**config.mk**
```make
export PLATFORM = sky130hd
export DESIGN_NAME = det_share_arbiter
export DESIGN_NICKNAME = d
export VERILOG_FILES = /design/src/rtl/det_share_arbiter.sv
export SDC_FILE = /design/constraint.sdc
export NUM_CORES = 1
export LEC_CHECK = 0
export CAP_MARGIN = 10
export CORE_ASPECT_RATIO = 2
export CORE_MARGIN = 2
export CORE_UTILIZATION = 45
export CTS_CLUSTER_DIAMETER = 100
export DETAILED_ROUTE_END_ITERATION = 12
export PLACE_DENSITY_LB_ADDON = 0.25
export SYNTH_ARGS = -nofsm -noshare
export SYNTH_HDL_FRONTEND = slang
export SYNTH_SLANG_ARGS = --single-unit
```
**constraint.sdc**
```tcl
create_clock -name clk -period 2.34 [get_ports clk]
set_input_delay 0.234 -clock clk [delete_from_list [all_inputs] [get_ports clk]]
set_output_delay 0.234 -clock clk [all_outputs]
set_load 0.005 [all_outputs]
```
**src/rtl/det_share_arbiter.sv**
```systemverilog
// det_share_arbiter: round-robin sharing of one serial run-of-ones falling-edge detector among NUM_CH requesters
module det_share_arbiter #(
  parameter int NUM_CH = 4,
  parameter int DATA_W = 8,
  localparam int CH_W = $clog2(NUM_CH),
  localparam int CNT_W = $clog2(DATA_W/2+1)
) (
  input  logic                     clk,
  input  logic                     rst_n,
  input  logic [NUM_CH-1:0]        req_i,
  input  logic [NUM_CH*DATA_W-1:0] data_i,
  output logic [NUM_CH-1:0]        gnt_o,
  output logic                     busy_o,
  output logic                     det_o,
  output logic                     done_o,
  output logic [CH_W-1:0]          done_ch_o,
  output logic [CNT_W-1:0]         det_cnt_o
);
  localparam int BC_W = $clog2(DATA_W);
  typedef enum logic [1:0] {IDLE = 2'd0, SCAN = 2'd1, DONE = 2'd2} state_t;
  typedef enum logic [1:0] {S0 = 2'd0, S1 = 2'd1, S3 = 2'd3, S2 = 2'd2} det_t;
  state_t state, state_nx;
  det_t dst, dst_nx;
  logic [CH_W-1:0] ptr, sel, idx, cur_ch;
  logic [DATA_W-1:0] word;
  logic [BC_W-1:0] bit_cnt;
  logic [CNT_W-1:0] cnt;
  logic found, x, last, start;
  always_comb begin
    sel = ptr;
    idx = '0;
    found = 1'b0;
    for (int i = 0; i < NUM_CH; i++) begin
      idx = CH_W'((int'(ptr) + i) % NUM_CH);
      if (!found && req_i[idx]) begin
        found = 1'b1;
        sel = idx;
      end
    end
  end
  // word shifts left each SCAN cycle, so the presented bit is always the MSB
  assign x = word[DATA_W-1];
  assign last = bit_cnt == BC_W'(DATA_W-1);
  assign start = state == IDLE && found;
  assign det_o = state == SCAN && dst != S0 && !x;
  assign busy_o = state == SCAN || state == DONE;
  assign done_o = state == DONE;
  always_comb begin
    dst_nx = x ? (dst == S0 ? S1 : dst == S1 ? S3 : S2) : S0;
    state_nx = state == IDLE ? (found ? SCAN : IDLE) : state == SCAN ? (last ? DONE : SCAN) : IDLE;
  end
  always_ff @(posedge clk or negedge rst_n)
    if (!rst_n) state <= IDLE;
    else state <= state_nx;
  always_ff @(posedge clk or negedge rst_n) begin
    if (!rst_n) begin
      gnt_o <= '0;
      ptr <= '0;
      cur_ch <= '0;
      word <= '0;
      bit_cnt <= '0;
      dst <= S0;
      cnt <= '0;
      done_ch_o <= '0;
      det_cnt_o <= '0;
    end else begin
      gnt_o <= start ? NUM_CH'(1) << sel : '0;
      if (start) begin
        word <= data_i[sel*DATA_W +: DATA_W];
        bit_cnt <= '0;
        dst <= S0;
        cnt <= '0;
        cur_ch <= sel;
        ptr <= CH_W'((int'(sel) + 1) % NUM_CH);
      end else if (state == SCAN) begin
        word <= word << 1;
        bit_cnt <= bit_cnt + 1'b1;
        dst <= dst_nx;
        cnt <= cnt + CNT_W'(det_o);
        if (last) begin
          done_ch_o <= cur_ch;
          det_cnt_o <= cnt + CNT_W'(det_o);
        end
      end
    end
  end
endmodule
```
==> results.yml <==
setup_path:
  cpMostUsedCell: "inv_1"
  max_stage_delay_ns: 0.51
  cp_max_fo: 7
  arrival_ns: 1.88
  path_cells: "inv_1, ha_1, inv_1, nor2_1, o21a_1, clkdlybuf4s50_1"
  cp_slowest_cell: "clkdlybuf4s50_1"
  start_kind: "register"
  setup.worst_path.class: "reg -> out"
  required_ns: 2.11
  setup.worst_path.end_class: "primary output"
final_layout:
  areaGrowthSynthToFinish_pct: 37.3
  drive_gt1_share_pct: 16.8
  final_cells: 277
  antenna_cells: 0
  final_nets: 274
timing:
  fin_tns_setup_ns: 0
  fmax_mhz: 474
  maxSlewHeadroom_pct: 65.9
  worst_pin_slew_ns: 0.499
  finalSetupViolCount: 0
  fin_crit_ns: 2.11
  rsz0062_at_grt: "no"
  slew_viol_final: 0
  hold_violations: 0
  period_share_pct: 90.2
  finalClockSkew_ns: 0.00438
floorplan:
  start_util_pct: 47.4
  die_x_um: 49.2
  rows: 32
  die_y_um: 94.4
  io_pins: 50
  die_area_um2: 4650
  core_um2: 3880
clock_network:
  cts_num_sinks: 31
  cts.reportedPaths.clkPinSlew_ns: 0.06
  cts_root_buf: "clkbuf_8"
  cts_tree: "done"
  htree_levels: 2
  clock_latency_ns: 0.28
  cts_hold_buf: 0
  clk_path_buf_depth: 2
  cts_resized: 0
  post-cts-setup-buffers: 0
  cts_buffers: 5
global_routing:
  antenna_found_initial: 0
  overflow: 0
  first_global_vias: 1612
  grt_pass1_wl_mm: 7.58
  grt_usage_pct: 21.4
  grt_max_degree: 32
yosys:
  ys_types: 38
  yosysTopAreaCellShare_pct: 42.1
  syn_inst: 166
  synth_fp_nets: 215
  avgSynthCellArea_um2: 11.1
  synth_seq_cells: 31
  synth-edff-count: 0
  seq_area_frac_synth_pct: 42.1
  synth_ff_type: "dfrtp_1"
  synthTopCellsByCount: "dfrtp_1, nor2_1, mux2i_1, ha_1, a211oi_1"
  yosys.area.top_type: "dfrtp_1"
  synth_area_um2: 1840
  synthArstFlopShare_pct: 100
  synth_area_leaders: "dfrtp_1, ha_1, mux2i_1, a2111oi_2, a211oi_1"
  synth.most_common_cell: "dfrtp_1"
  ys_warn_count: 0
placed_design:
  place_congestion: 0.858
  io_buffers: 49
  dp.cells: 269
  dp.final_hpwl_mm: 3.48
detailed_routing:
  routedWlPerCell_um: 15.7
  first_pass_iters: 4
  avgViaCountPerCell: 5.29
  drtIter0Drc: 21
  antenna_left: 0
  vias: 1466
  routed_wl_mm: 4.34
  drc: 0
hold_path:
  min_path_type: "in -> async"
power_and_ir_drop:
  ir_worst_vdd_mv: 0.638
  p_per_area_nw_per_um2: 1040
  leakagePower_nw: 1.09
outcome:
  status: "finished, final reports clean"
run:
  drv_cap: 0
==> kinds of logic after synthesis <==
logic type | after synthesis | share of synthesized area [%]
adders and majority gates | 11 | 7.48
muxes | 16 | 8.97
buffers and inverters | 16 | 4.49
DFF | 31 | 42.1
AOI/OAI and AO/OA | 40 | 19.8
and+or+nand+nor | 49 | 15.7
xor gates and xnor gates | 3 | 1.43
==> metrics by stage <==
step | utilization (%) | power [mW] | setup slack, ns | instance area (um^2) | hold slack [ns]
floorplan | - | 1.77 | 0.543 | 1840 | -0.0616
global placement | 62.9 | 2.17 | 0.170 | 2440 | 0.464
detailed placement | 62.9 | 2.24 | 0.0301 | 2440 | 0.470
CTS | 65.0 | 2.65 | 0.213 | 2530 | 0.355
global route | 65.0 | 2.84 | 0.134 | 2530 | 0.405
finish | 65.0 | 2.62 | 0.230 | 2530 | 0.346
==> per-layer routing <==
metal  track usage, %  up-vias  wire [um]
li1                 -      723          -
met1             22.3      691       1570
met2             40.9       44       2470
met3             3.80        8        201
met4             8.81        0         91
met5                0        -          0
==> worst paths after layout <==
| check | start | to | slack, ns | cells after the start |
|---|---|---|---|---|
| max reg2reg | state[0] | det_cnt_o[1] | 0.37 | 7 |
| min | rst_n | ptr[0] | 0.35 | 2 |
| min in group clk | cur_ch[1] | cur_ch[1] | 0.49 | 1 |
| min reg2reg | cur_ch[1] | cur_ch[1] | 0.49 | 1 |
| max | state[1] | det_o | 0.23 | 6 |
| max in group asynchronous | rst_n | done_ch_o[1] | 1.71 | 2 |
==> area by class of cell <==
type | count | area, um^2
clock buffers | 5 | 68.8
fillers | 336 | 1360
flip-flops and latches | 31 | 776
clock inverters | 3 | 15.0
inverters | 6 | 25.0
repair buffers | 62 | 588
well taps | 51 | 63.8
multi-input cells | 119 | 990
==> worst max-delay path, delay by kind of cell, from the launching register on <==
kind | cells | cell delay [ns]
buf+inv | 3 | 0.72
flops | 1 | 0.38
compound gates | 1 | 0.18
simple gates | 1 | 0.17
fa+ha+maj | 1 | 0.16
==> registers in the layout, indices dropped and copies added (netlist names) <==
name / flops
bit_cnt: 3
det_cnt_o: 3
gnt_o: 4
ptr: 2
done_ch_o: 2
dst: 2
cur_ch: 2
word: 8
cnt: 3
state: 2
==> cells in the final DEF (no fill, tap or decap), types with 6 or more instances in the layout <==
master	n
mux2i_1	12
dfrtp_1	31
a21oi_1	6
nor4b_1	8
buf_4	13
ha_1	11
nor2b_1	8
nor2_1	13
clkdlybuf4s50_1	49
and2_1	8
a211oi_1	10
nand2_1	7
==> power breakdown <==
group	internal, mW	switching, mW
Sequential	0.738	0.122
Combinational	0.663	0.697
Clock	0.203	0.200
Power figures use the tool's default switching activity.
